### src/rtl/stream_arbiter_qos_pkg.sv
// Shared types and default widths for the QoS stream arbiter.
package stream_arbiter_qos_pkg;

  localparam int unsigned DefDataWidth   = 8;
  localparam int unsigned DefQosWidth    = 4;
  localparam int unsigned DefStreamCount = 2;

  typedef enum logic {
    IDLE = 1'b0,
    BUSY = 1'b1
  } arb_state_e;

endpackage

### src/rtl/qos_rr_selector.sv
// Combinational winner selection: urgent (qos==0) lowest index first,
// otherwise highest qos with cyclic tie-break starting at rr_ptr.
module qos_rr_selector #(
  parameter int unsigned N  = 2,
  parameter int unsigned QW = 4,
  parameter int unsigned IW = 1
) (
  input  logic [N-1:0][QW-1:0] qos_i,
  input  logic [N-1:0]         valid_i,
  input  logic [IW-1:0]        rr_ptr_i,
  output logic [IW-1:0]        winner_o,
  output logic                 found_o
);

  logic          urg_found;
  logic [IW-1:0] urg_id;
  logic          best_found;
  logic [IW-1:0] best_id;
  logic [QW-1:0] best_qos;

  // Urgent scan: descending loop so the lowest urgent index is kept last.
  always_comb begin
    urg_found = 1'b0;
    urg_id    = '0;
    for (int i = N - 1; i >= 0; i--) begin
      if (valid_i[i] && (qos_i[i] == '0)) begin
        urg_found = 1'b1;
        urg_id    = IW'(i);
      end
    end
  end

  // Priority scan in cyclic order from rr_ptr; strict compare keeps the first tie.
  always_comb begin
    best_found = 1'b0;
    best_id    = '0;
    best_qos   = '0;
    for (int k = 0; k < N; k++) begin
      int unsigned idx;
      idx = (32'(rr_ptr_i) + 32'(k)) % N;
      if (valid_i[idx] && (!best_found || (qos_i[idx] > best_qos))) begin
        best_found = 1'b1;
        best_id    = IW'(idx);
        best_qos   = qos_i[idx];
      end
    end
  end

  assign found_o  = urg_found | best_found;
  assign winner_o = urg_found ? urg_id : best_id;

endmodule

### src/rtl/stream_arbiter_qos.sv
// Packet-locked QoS arbiter: one grant per packet, 1-cycle arbitration in IDLE.
module stream_arbiter_qos
  import stream_arbiter_qos_pkg::*;
#(
  parameter int unsigned T_DATA_WIDTH = DefDataWidth,
  parameter int unsigned T_QOS_WIDTH  = DefQosWidth,
  parameter int unsigned STREAM_COUNT = DefStreamCount,
  parameter int unsigned T_ID_WIDTH   = $clog2(STREAM_COUNT)
) (
  input  logic                                      clk,
  input  logic                                      rst_n,
  input  logic [STREAM_COUNT-1:0][T_DATA_WIDTH-1:0] s_data_i,
  input  logic [STREAM_COUNT-1:0][T_QOS_WIDTH-1:0]  s_qos_i,
  input  logic [STREAM_COUNT-1:0]                   s_last_i,
  input  logic [STREAM_COUNT-1:0]                   s_valid_i,
  output logic [STREAM_COUNT-1:0]                   s_ready_o,
  output logic [T_DATA_WIDTH-1:0]                   m_data_o,
  output logic [T_QOS_WIDTH-1:0]                    m_qos_o,
  output logic [T_ID_WIDTH-1:0]                     m_id_o,
  output logic                                      m_last_o,
  output logic                                      m_valid_o,
  input  logic                                      m_ready_i
);

  arb_state_e              state_q, state_d;
  logic [T_ID_WIDTH-1:0]   grant_id_q, grant_id_d;
  logic [T_QOS_WIDTH-1:0]  grant_qos_q, grant_qos_d;
  logic [T_ID_WIDTH-1:0]   rr_ptr_q, rr_ptr_d;
  logic [T_ID_WIDTH-1:0]   sel_id;
  logic                    sel_found;
  logic                    last_hs;

  qos_rr_selector #(
    .N  (STREAM_COUNT),
    .QW (T_QOS_WIDTH),
    .IW (T_ID_WIDTH)
  ) u_sel (
    .qos_i    (s_qos_i),
    .valid_i  (s_valid_i),
    .rr_ptr_i (rr_ptr_q),
    .winner_o (sel_id),
    .found_o  (sel_found)
  );

  // State and grant registers; reset abandons any packet in flight.
  always_ff @(posedge clk or negedge rst_n) begin
    if (!rst_n) begin
      state_q     <= IDLE;
      grant_id_q  <= '0;
      grant_qos_q <= '0;
      rr_ptr_q    <= '0;
    end else begin
      state_q     <= state_d;
      grant_id_q  <= grant_id_d;
      grant_qos_q <= grant_qos_d;
      rr_ptr_q    <= rr_ptr_d;
    end
  end

  // Datapath mux and handshake steering toward the granted stream.
  always_comb begin
    s_ready_o = '0;
    m_valid_o = 1'b0;
    m_last_o  = 1'b0;
    m_data_o  = s_data_i[grant_id_q];
    if (state_q == BUSY) begin
      m_valid_o             = s_valid_i[grant_id_q];
      m_last_o              = s_last_i[grant_id_q];
      s_ready_o[grant_id_q] = m_ready_i;
    end
  end

  assign last_hs = m_valid_o & m_ready_i & m_last_o;
  assign m_id_o  = grant_id_q;
  assign m_qos_o = grant_qos_q;

  // Next-state: grant in IDLE, release on last handshake and advance rr_ptr.
  always_comb begin
    state_d     = state_q;
    grant_id_d  = grant_id_q;
    grant_qos_d = grant_qos_q;
    rr_ptr_d    = rr_ptr_q;
    unique case (state_q)
      IDLE: begin
        if (sel_found) begin
          state_d     = BUSY;
          grant_id_d  = sel_id;
          grant_qos_d = s_qos_i[sel_id];
        end
      end
      BUSY: begin
        if (last_hs) begin
          state_d  = IDLE;
          rr_ptr_d = (grant_id_q == T_ID_WIDTH'(STREAM_COUNT - 1)) ?
                     '0 : grant_id_q + T_ID_WIDTH'(1);
        end
      end
      default: state_d = IDLE;
    endcase
  end

endmodule
### config.mk
export PLATFORM = sky130hd
export DESIGN_NAME = stream_arbiter_qos
export DESIGN_NICKNAME = d
export VERILOG_FILES = /design/src/rtl/stream_arbiter_qos_pkg.sv /design/src/rtl/qos_rr_selector.sv /design/src/rtl/stream_arbiter_qos.sv
export SDC_FILE = /design/constraint.sdc
export NUM_CORES = 1
export LEC_CHECK = 0
export ABC_AREA = 1
export BUFFER_PORTS_ARGS = -buffer_cell sky130_fd_sc_hd__buf_2
export CAP_MARGIN = 40
export CORE_MARGIN = 2
export CORE_UTILIZATION = 48
export CTS_BUF_LIST = sky130_fd_sc_hd__clkbuf_4
export DETAILED_ROUTE_END_ITERATION = 10
export GPL_TIMING_DRIVEN = 0
export PLACE_DENSITY = 0.95
export SLEW_MARGIN = 40
export SYNTH_ARGS = -nofsm -noshare
export SYNTH_HDL_FRONTEND = slang
export SYNTH_SLANG_ARGS = --single-unit
### constraint.sdc
create_clock -name clk -period 4.4 [get_ports clk]
set_input_delay 0.44 -clock clk [delete_from_list [all_inputs] [get_ports clk]]
set_output_delay 0.44 -clock clk [all_outputs]
set_load 0.01 [all_outputs]
==> metrics.md, run 1 <==
| Metric | Value |
|---|---|
| Clock network power share | `0.107` |
| Synth cell count leaders | `62 x nand2_1, 16 x inv_1, 11 x nand3_1` |
| Crit path DAT | `around 2.6 ns` |
| Post_cts resized | `0` |
| Leak | `between 0.7 and 0.8 nW` |
| Post-placement cell area | `~1100 um2` |
| Root Driver | `clkbuf_4` |
| RR Endpoint | `m_qos_o[0]` |
| RSZ-0062 raised after global routing | `false` |
| Post-Syn Area per Cell | `5.88 um2` |
| Wirelength, routed | `~2300 um` |
| Final Skew | `~0.0065 ns` |
| Final Setup Violations | `0` |
| Number of distinct library cells after synthesis | `20` |
| Async SR Flop Fraction | `1.00` |
| Logic gate share of total power | `0.701` |
| CP endpoint kind | `register` |
| Gate Count Post-Synth | `140` |
| Layout cells sized above 1 | `0.365` |
| Leading post-synthesis cells by cell area | `nand2_1 28%, dfrtp_1 21%, inv_1 7.3%` |
| Die width | `45.4 um` |
| Final Hold Fails | `0` |
| Area Growth Syn to Fin | `35.9%` |
| Worst-path clk slew | `approximately 0.060 ns` |
| H-tree levels | `1` |
| Fmax | `0.418 GHz` |
| First-pass GRT wire length | `roughly 4000 um` |
| Top FF cell, synth | `dfrtp_1` |
| Largest area contributor in the netlist | `nand2_1` |
| Largest net degree at the start of global routing | `11` |
| Global route overflow | `0` |
| Sequential power share | `0.192` |
| Sequential element share of the synthesized area | `0.213` |
| Sw Pwr | `about 0.33 mW` |
| Setup crit end | `m_qos_o[0]` |
| Cell Int Power | `0.305 mW` |
| WL per Instance | `about 11 um` |
| Crit. Startpoint | `rr_ptr_q` |
| Status | `finished, final reports clean` |
| Count leader, synth | `nand2_1` |
| Required @ worst endpoint | `roughly 4.6 ns` |
| TritonRoute pass-1 iters | `4` |
| Buffers on Ports | `47` |
| Via count | `roughly 1.1k` |
| Pwr per Cell Area | `around 570 nW/um2` |
| Worst skew pair latency | `0.27 ns` |
| Slew Limit Fails | `0` |
| Number of synthesized flops with an enable pin | `0` |
| Final net count | `about 230` |
| CTS tree | `built` |
| R2R depth | `13` |
| Worst slew pin tran | `around 0.5 ns` |
| Hold Path Class | `in -> reg` |
| Slew HR | `0.656` |
| Vias in the first global route | `980` |
| Startpoint Class | `register` |
| Violation count after the first detailed-route iteration | `between 40 and 50` |
| Reg2Reg Setup Slack | `approximately 2 ns` |
| Number of cell rows | `14` |
| Setup TNS Final | `0 ns` |
| FILL cells | `approximately 130` |
| Initial antenna violation count | `0` |
| Peak VDD IR | `0.336 mV` |
| Num ports | `48` |
| R2R Path Start | `rr_ptr_q` |
| Cts bufs inserted | `3` |
| Starting Density | `0.528` |
| Global-route usage over all layers | `0.257` |
| Crit-path max FO | `10` |
| Finished layout cell area | `~1100 um2` |
| Min-delay src | `s_qos_i[6]` |
| Die area | `~2100 um2` |
| Max Cap Viol | `0` |
| Worst-case clock buffer depth | `2` |
| Post-synth top area share | `0.283` |
| HPWL Detailed | `between 1500 and 2000 um` |
| Cell Count, Final, Fillers Out | `~210` |
| Crit path kind | `reg -> reg` |
| ANT nets after route | `0` |
| Min Tclk post-route | `approximately 2.4 ns` |
| Synthesized cell area | `823 um2` |
| Flop and latch count out of synthesis | `7` |
| Detail-routed via count per cell | `approximately 5.1` |
| Die Y | `about 45 um` |
| Clk sinks | `7` |
| Placer Congestion | `between 0.9 and 1` |
| DRC Markers | `0` |
| Post-Place Cells | `203` |
| Final period util | `0.544` |
| Placeable Area | `about 1600 um2` |
| Diode count | `0` |
| Sw Ratio | `0.519` |
| Synth Net Count | `about 180` |
| Syn. warnings | `0` |
[power groups by stage]
stage	clock [mW]	sequential [mW]	combinational, mW
finish	0.0680	0.122	0.445
CTS	0.0690	0.122	0.445
floorplan	0	0.130	0.296
global route	0.0712	0.127	0.507
global placement	0	0.121	0.420
detailed placement	0	0.123	0.445
[critical path, stage by stage (launching register included)]
cell and delay [ns]:
dfrtp_1 0.40, buf_2 0.19, o21ai_0 0.45, nand2_1 0.11
ha_1 0.31, a21oi_1 0.22, nand2_2 0.08, nand3_1 0.11
nand3_2 0.10, nand2_4 0.10, nand2_4 0.06, nor2_4 0.08
nand2_1 0.06, nand2_1 0.05
[cell type report]
class,instances,area [um2],area share
multi-input combinational,109,556,0.497
tap,16,20.0,0.0179
inverter,21,78.8,0.0705
clock buffer,4,30.0,0.0268
timing repair buffer,48,245,0.219
sequential,7,175,0.157
buffer,3,13.8,0.0123
[kinds of logic after synthesis]
family | share of synthesized area
simple gates | 0.494
buf+inv | 0.112
compound gates | 0.120
flops | 0.213
fa+ha+maj | 0.0608
[state kept, by name, indices dropped and copies added (netlist names)]
register  flops
m_id_o        1
state_q       1
m_qos_o       4
rr_ptr_q      1
[placed cells by master, fill, tap and decap left out]
cell type / n
o21ai_0: 10
o21ai_1: 3
dlygate4sd3_1: 1
clkbuf_4: 4
a21oi_1: 1
nand3_1: 11
o22ai_2: 1
nand4_1: 1
nor2_4: 1
nand2_4: 2
a21oi_4: 1
nand2_1: 62
dfrtp_1: 7
nand3_2: 1
buf_2: 49
inv_2: 5
nand4_2: 2
ha_1: 4
clkbuf_1: 1
nor2_1: 5
inv_1: 16
nand2_2: 4
[how the worst min path moves through the flow]
| stage | endpoint | depth (start not counted) |
|---|---|---|
| after floorplan | m_id_o | 0 |
| after global placement | m_qos_o[0] | 1 |
| after detailed placement | m_qos_o[3] | 1 |
| after CTS | m_qos_o[2] | 3 |
| after global routing | m_qos_o[2] | 3 |
| final | m_qos_o[2] | 3 |
[routing by layer]
metal	GRT usage	up-vias	wire length, um
met4	0.0824	0	22
li1	-	542	-
met1	0.318	479	941
met5	0	-	0
met3	0.0675	4	161
met2	0.431	43	1190
[through the flow]
step | hold WS [ns] | worst slack [ns] | util | power, mW
after floorplan | 0.144 | 2.41 | - | 0.427
after global placement | 0.272 | 2.06 | 0.692 | 0.540
after detailed placement | 0.279 | 2.00 | 0.692 | 0.568
after CTS | 0.416 | 2.04 | 0.717 | 0.636
after global routing | 0.430 | 1.81 | 0.717 | 0.705
final | 0.413 | 2.01 | 0.717 | 0.634
[repair_timing]
item | CTS | global route
endpoints found under the hold margin | 4 | 0
endpoints found under the setup margin | 0 | 0
buffers inserted | 0 | 0
hold buffers | 1 | 0
No activity file was read; power rests on OpenSTA's default activity.
==> run 2, diff against run 1 <==
--- a/config.mk
+++ b/config.mk
@@ -9,11 +9,11 @@
 export BUFFER_PORTS_ARGS = -buffer_cell sky130_fd_sc_hd__buf_2
 export CAP_MARGIN = 40
 export CORE_MARGIN = 2
-export CORE_UTILIZATION = 48
+export CORE_UTILIZATION = 45
 export CTS_BUF_LIST = sky130_fd_sc_hd__clkbuf_4
 export DETAILED_ROUTE_END_ITERATION = 10
 export GPL_TIMING_DRIVEN = 0
-export PLACE_DENSITY = 0.95
+export PLACE_DENSITY = 0.9
 export SLEW_MARGIN = 40
 export SYNTH_ARGS = -nofsm -noshare
 export SYNTH_HDL_FRONTEND = slang
==> constraint.sdc (replaced) <==
create_clock -name clk -period 2.5 [get_ports clk]
set_input_delay 0.25 -clock clk [delete_from_list [all_inputs] [get_ports clk]]
set_output_delay 0.25 -clock clk [all_outputs]
set_load 0.01 [all_outputs]
==> run 2 against run 1 <==
Compared with the run above:
- wire length fell by 3.4%
- critical path depth fell by 1
- sequential share of layout area fell by 0.16 points
- clock power rose by 76%
- total power rose by 76%
- sequential cell count did not move
- maximum frequency rose by 5.2%
- register-to-register slack got worse by 1.8 ns
- cell count rose by 4.3%
- critical path type unchanged
- critical endpoint is now m_qos_o[3]
==> metrics.md, run 2 (synthesis gave the netlist of run 1 again) <==
| Metric | Value |
|---|---|
| Most Used Layer, Global Route | `met2` |
| Commonest cells after routing, fill and taps aside | `62 x nand2_1, 49 x buf_2, 16 x inv_1, 11 x nand3_1, 9 x o21ai_0` |
| Global route overflow | `0 (unchanged)` |
| Total power | `1.12 mW (+76%)` |
| Crit path kind | `reg -> reg` |
| Starting Density | `0.477 (-0.0513)` |
| Die Y | `46.8 um (+3.0%)` |
| Slew HR | `0.749 (+0.0931)` |
| Peak VDD IR | `0.688 mV (+100%)` |
| Crit path DAT | `2.42 ns (-0.17 ns)` |
| Logic gate share of total power | `0.697 (-0.004)` |
| Min Tclk post-route | `2.27 ns (-0.119 ns)` |
| Reg2Reg Setup Slack | `0.23 ns (-1.78 ns)` |
| Met1 global-route usage | `0.224 (-0.0933)` |
| Leak | `0.702 nW (about the same)` |
| Fmax | `0.440 GHz (+5.2%)` |
| Post-Place Cells | `212 (+4.4%)` |
| Crit-path max FO | `10 (unchanged)` |
| Sw Pwr | `0.579 mW (+76%)` |
| Sw Ratio | `0.519 (about the same)` |
| Detail-routed via count per cell | `4.81 (-6.3%)` |
| Area of the multi-input gates | `556 um2 (unchanged)` |
| Initial antenna violation count | `0 (unchanged)` |
| Max reg flops | `4 (unchanged)` |
| Placer Congestion | `0.872 (-3.2%)` |
| Slew Limit Fails | `0 (unchanged)` |
| Die width | `46.8 um (+3.0%)` |
| Largest net degree at the start of global routing | `11 (unchanged)` |
| Vias in the first global route | `851 (-13%)` |
| Worst-path clk slew | `0.06 ns (about the same)` |
| DRC Markers | `0 (unchanged)` |
| First-pass GRT wire length | `3280 um (-15%)` |
| Post-placement cell area | `1090 um2 (+1.0%)` |
| Finished layout cell area | `1130 um2 (+1.0%)` |
| Status | `finished, final reports clean` |
| Pwr per Cell Area | `987 nW/um2 (+74%)` |
| Number of cell rows | `15 (+1)` |
| Root Driver | `clkbuf_4` |
| Met2 usage in global routing | `0.411 (-0.0200)` |
| ANT nets after route | `0 (unchanged)` |
| Placeable Area | `1730 um2 (+11%)` |
| Area Growth Syn to Fin | `37.2%` |
| Via count | `1044 (-2.2%)` |
| Worst-case clock buffer depth | `2 (unchanged)` |
| Met3 usage | `0.0577 (-0.00977)` |
| WL per Instance | `10.3 um (-7.4%)` |
| Final Skew | `0.00714 ns (+0.000616 ns)` |
| Cell Count, Final, Fillers Out | `217 (+4.3%)` |
| Cell Int Power | `0.536 mW (+76%)` |
| Seq. cell area | `175 um2 (unchanged)` |
| Setup TNS Final | `0 ns (unchanged)` |
| Global-route usage over all layers | `0.214 (-0.0432)` |
| Clock network power share | `0.107 (about the same)` |
| Diode count | `0 (unchanged)` |
| Die area | `2190 um2 (+6.1%)` |
| Startpoint Class | `register` |
| Violation count after the first detailed-route iteration | `15 (-65%)` |
| Final period util | `0.910 (+0.366)` |
| Max Cap Viol | `0 (unchanged)` |
| Final net count | `228 (unchanged)` |
| Wirelength, routed | `2230 um (-3.4%)` |
| Worst slew pin tran | `0.376 ns (-0.134 ns)` |
| HPWL Detailed | `1880 um (-3.3%)` |
| RSZ-0062 raised after global routing | `false` |
| Most common cell after layout, fill and taps aside | `nand2_1` |
| Num ports | `48 (unchanged)` |
| Clk sinks | `7 (unchanged)` |
| CP endpoint kind | `register` |
| Cts bufs inserted | `3 (unchanged)` |
| Required @ worst endpoint | `2.65 ns (-1.95 ns)` |
| H-tree levels | `1 (unchanged)` |
| Layout cells sized above 1 | `0.365 (unchanged)` |
| Hold Path Class | `in -> reg` |
| Buffers on Ports | `47 (unchanged)` |
| CTS tree | `built` |
| FILL cells | `161 (+29%)` |
| Sequential power share | `0.196 (+0.004)` |
| Worst skew pair latency | `0.27 ns (about the same)` |
| Final Hold Fails | `0 (unchanged)` |
| Postcts setup bufs | `0 (unchanged)` |
| Final Setup Violations | `0 (unchanged)` |
| TritonRoute pass-1 iters | `4 (unchanged)` |
-- run 2: changes by cell type in the layout (fill, tap and decap cells not counted) --
cell,change
o21ai_0,-1
o21ai_1,+1
-- run 2: cell type report --
type                    count  share of cell area
repair buffers             48               0.217
flip-flops and latches      7               0.155
inverters                  21              0.0698
multi-input cells         109               0.492
plain buffers               3              0.0122
clock buffers               4              0.0266
well taps                  25              0.0277
-- run 2: worst paths after layout --
check | end | startpoint | depth (start not counted)
max | m_qos_o[3] | rr_ptr_q | 12
min | m_qos_o[2] | s_qos_i[6] | 3
max reg2reg | m_qos_o[3] | rr_ptr_q | 12
min reg2reg | m_qos_o[1] | m_qos_o[1] | 2
max in group asynchronous | m_qos_o[0] | rst_n | 2
min in group asynchronous | m_qos_o[1] | rst_n | 2
-- run 2: per-stage QoR --
| stage | setup slack (ns) | util | hold slack [ns] |
|---|---|---|---|
| 2_1_floorplan | 0.512 | - | -0.0456 |
| 3_3_place_gp | 0.216 | 0.631 | 0.0823 |
| 3_5_place_dp | 0.165 | 0.631 | 0.0878 |
| 4_1_cts | 0.133 | 0.654 | 0.224 |
| 5_1_grt | 0.0437 | 0.654 | 0.243 |
| 6_report | 0.226 | 0.654 | 0.222 |
-- run 2: power by group through the flow --
| stage | sequential [mW] | combinational [mW] | clock [mW] |
|---|---|---|---|
| 2_1_floorplan | 0.229 | 0.522 | 0 |
| 3_3_place_gp | 0.213 | 0.739 | 0 |
| 3_5_place_dp | 0.218 | 0.773 | 0 |
| 4_1_cts | 0.217 | 0.779 | 0.121 |
| 5_1_grt | 0.220 | 0.880 | 0.126 |
| 6_report | 0.218 | 0.777 | 0.120 |
-- run 2: metal layers --
metal / wire [um] / part of all wire
met5: 0 / 0
met2: 1190 / 0.53
met3: 112 / 0.050
met1: 914 / 0.41
met4: 21 / 0.0094
-- run 2: critical path, stage by stage, from the launching register on --
cell	delay, ns
dfrtp_1	0.39
buf_2	0.19
o21ai_1	0.31
nand2_1	0.09
ha_1	0.30
a21oi_1	0.25
nand2_2	0.09
nand3_1	0.12
nand3_2	0.11
nand2_4	0.10
nand3_1	0.07
nand3_1	0.07
nand2_1	0.06
-- run 2: timing repair --
item | in CTS | in global routing
hold buffers | 1 | 0
setup endpoints to repair | 0 | 4
endpoints found under the hold margin | 7 | 0
gates resized for setup | 0 | 1
==> run 3, diff against run 2 <==
--- a/config.mk
+++ b/config.mk
@@ -12,7 +12,6 @@
 export CORE_UTILIZATION = 45
 export CTS_BUF_LIST = sky130_fd_sc_hd__clkbuf_4
 export DETAILED_ROUTE_END_ITERATION = 10
-export GPL_TIMING_DRIVEN = 0
 export PLACE_DENSITY = 0.9
 export SLEW_MARGIN = 40
 export SYNTH_ARGS = -nofsm -noshare
==> run 3 against run 2 <==
Compared with the run above:
- combinational power down 8.4%
- sequential cell count unchanged
- sequential share of layout area up 0.29 points
- wire length down 0.85%
- global-route usage up 0.079 points
- sequential power up 22%
- cell area down 1.1%
- non-clock buffer count down 3
- largest cell class unchanged
==> metrics.md, run 3 (synthesis gave the netlist of run 1 again) <==
| Metric | Value |
|---|---|
| Violation count after the first detailed-route iteration | `31 (+16)` |
| Final Skew | `0.0129 ns (+0.00579 ns)` |
| Uppermost routed layer | `met4` |
| Global-route usage over all layers | `0.214 (+0.000791)` |
| Met3 Wirelength | `116 um (+3.6%)` |
| Vias in the first global route | `839 (-1.4%)` |
| Leak | `0.691 nW (-1.6%)` |
| First-pass GRT wire length | `3400 um (+3.6%)` |
| Buffers on Ports | `47 (unchanged)` |
| Most common cell after layout, fill and taps aside | `nand2_1` |
| Worst skew pair latency | `0.26 ns (about the same)` |
| Layout cells sized above 1 | `0.365 (+0.000496)` |
| Number of cell rows | `15 (unchanged)` |
| Worst slew pin tran | `0.435 ns (+0.0594 ns)` |
| Worst-path clk slew | `0.06 ns (about the same)` |
| Largest net degree at the start of global routing | `22 (+11)` |
| Crit path kind | `reg -> reg` |
| Fmax | `0.468 GHz (+6.4%)` |
| Area Growth Syn to Fin | `35.7%` |
| RSZ-0062 raised after global routing | `false` |
| Met1 WL | `907 um (-0.77%)` |
| Min Tclk post-route | `2.14 ns (-0.137 ns)` |
| Die area | `2190 um2 (unchanged)` |
| Placeable Area | `1730 um2 (unchanged)` |
| Commonest cells after routing, fill and taps aside | `62 x nand2_1, 47 x buf_2, 16 x inv_1, 11 x nand3_1, 9 x o21ai_0` |
| WL per Instance | `10.3 um (+0.54%)` |
| Sequential power share | `0.243 (+0.047)` |
| Pwr per Cell Area | `980 nW/um2 (-0.73%)` |
| Root Driver | `clkbuf_4` |
| Slew HR | `0.710 (-0.0396)` |
| HPWL Detailed | `1870 um (-0.79%)` |
| Final net count | `225 (-1.3%)` |
| Max Cap Viol | `0 (unchanged)` |
| Crit. Startpoint | `rr_ptr_q` |
| Cell Int Power | `0.525 mW (-2.1%)` |
| Met2 Routed Length | `1180 um (-0.25%)` |
| Crit path DAT | `2.32 ns (-0.10 ns)` |
| DRC Markers | `0 (unchanged)` |
| Min-delay src | `s_qos_i[6]` |
| Die width | `46.8 um (unchanged)` |
| CP endpoint kind | `register` |
| Wirelength, routed | `2210 um (-0.85%)` |
| Setup TNS Final | `0 ns (unchanged)` |
| Max reg flops | `4 (unchanged)` |
| Hold Path Class | `in -> reg` |
| Status | `finished, final reports clean` |
| Cts bufs inserted | `3 (unchanged)` |
| Worst-case clock buffer depth | `2 (unchanged)` |
| Final Hold Fails | `0 (unchanged)` |
| FILL cells | `169 (+5.0%)` |
| Setup ws final | `0.362 ns (+0.137 ns)` |
| R2R Path Start | `rr_ptr_q` |
| Sw Pwr | `0.569 mW (-1.6%)` |
| Sw Ratio | `0.520 (+0.00123)` |
| Slew Limit Fails | `0 (unchanged)` |
| Detail-routed via count per cell | `4.88 (+1.5%)` |
| Required @ worst endpoint | `2.69 ns (+0.04 ns)` |
| H-tree levels | `1 (unchanged)` |
| Final Setup Violations | `0 (unchanged)` |
| Num ports | `48 (unchanged)` |
| Area of the multi-input gates | `556 um2 (unchanged)` |
| Diode count | `0 (unchanged)` |
| Seq. cell area | `176 um2 (+0.71%)` |
| Clk sinks | `7 (unchanged)` |
| CTS tree | `built` |
| Peak VDD IR | `0.636 mV (-7.6%)` |
| Logic gate share of total power | `0.651 (-0.046)` |
| Final period util | `0.855 (-0.0546)` |
| WHS | `0.240 ns (+0.0175 ns)` |
| Crit-path max FO | `21 (+11)` |
| Die Y | `46.8 um (unchanged)` |
| Pre-CTS setup slack | `0.211 ns (+0.0454 ns)` |
| Clock network power share | `0.107 (about the same)` |
| Initial antenna violation count | `0 (unchanged)` |
| Placer Congestion | `0.892 (+2.2%)` |
| Startpoint Class | `register` |
| Starting Density | `0.477 (unchanged)` |
| Global route overflow | `0 (unchanged)` |
| Util after Layout | `0.647 (-0.00725)` |
| TritonRoute pass-1 iters | `4 (unchanged)` |
| Via count | `1045 (+0.096%)` |
| ANT nets after route | `0 (unchanged)` |
| Postcts setup bufs | `0 (unchanged)` |
## run 3: changes by cell type in the layout (fill, tap and decap cells not counted)
| cell | before | now |
|---|---|---|
| buf_2 | 49 | 47 |
| dfrtp_1 | 7 | 6 |
| dfrtp_2 | 0 | 1 |
| clkbuf_1 | 1 | 0 |
## run 3: path summary, 6_finish.rpt
path / end / slack [ns] / depth (start not counted)
max in group asynchronous: m_qos_o[1] / 1.98 / 2
worst max-delay path: m_qos_o[0] / 0.36 / 12
min in group asynchronous: m_qos_o[3] / 0.35 / 2
worst max register to register: m_qos_o[0] / 0.36 / 12
worst min-delay path: m_qos_o[2] / 0.24 / 3
worst min register to register: m_qos_o[1] / 0.48 / 2
## run 3: critical path: stages (launching register included)
cell and delay, ns:
dfrtp_2 0.52, o21ai_1 0.30, nand2_1 0.10, ha_1 0.30, a21oi_1 0.18, nand2_2 0.08, nand2_1 0.09, nand2_2 0.07
nand3_2 0.08, nand2_4 0.07, o21ai_0 0.16, inv_1 0.06, nand2_1 0.07
## run 3: routing by layer
layer  GRT usage  up-vias
met1       0.263      470
met5           0        -
met3      0.0500        2
met4      0.0444        0
li1            -      539
met2       0.384       34
## run 3: area by class of cell
class	count	area share
multi-input cells	109	0.497
repair buffers	48	0.219
flip-flops and latches	7	0.158
inverters	21	0.0705
well taps	25	0.0280
clock buffers	4	0.0269
## run 3: what timing repair did
item,in CTS,in global routing
endpoints found under the setup margin,0,4
hold endpoints to repair,7,0
hold buffers,1,0
gates resized for setup,0,2
## run 3: power groups by stage
stage	registers (mW)	clock network [mW]	logic, mW
2_1_floorplan	0.229	0	0.522
3_3_place_gp	0.256	0	0.676
3_5_place_dp	0.263	0	0.713
4_1_cts	0.261	0.119	0.717
5_1_grt	0.282	0.128	0.810
6_report	0.266	0.117	0.712
## run 3: per-stage QoR
step	instance area (um2)	std cells	total power [mW]
6_report	1120	214	1.09
5_1_grt	1120	214	1.22
4_1_cts	1120	214	1.10
3_5_place_dp	1080	209	0.976
3_3_place_gp	1080	209	0.932
2_1_floorplan	823	140	0.751
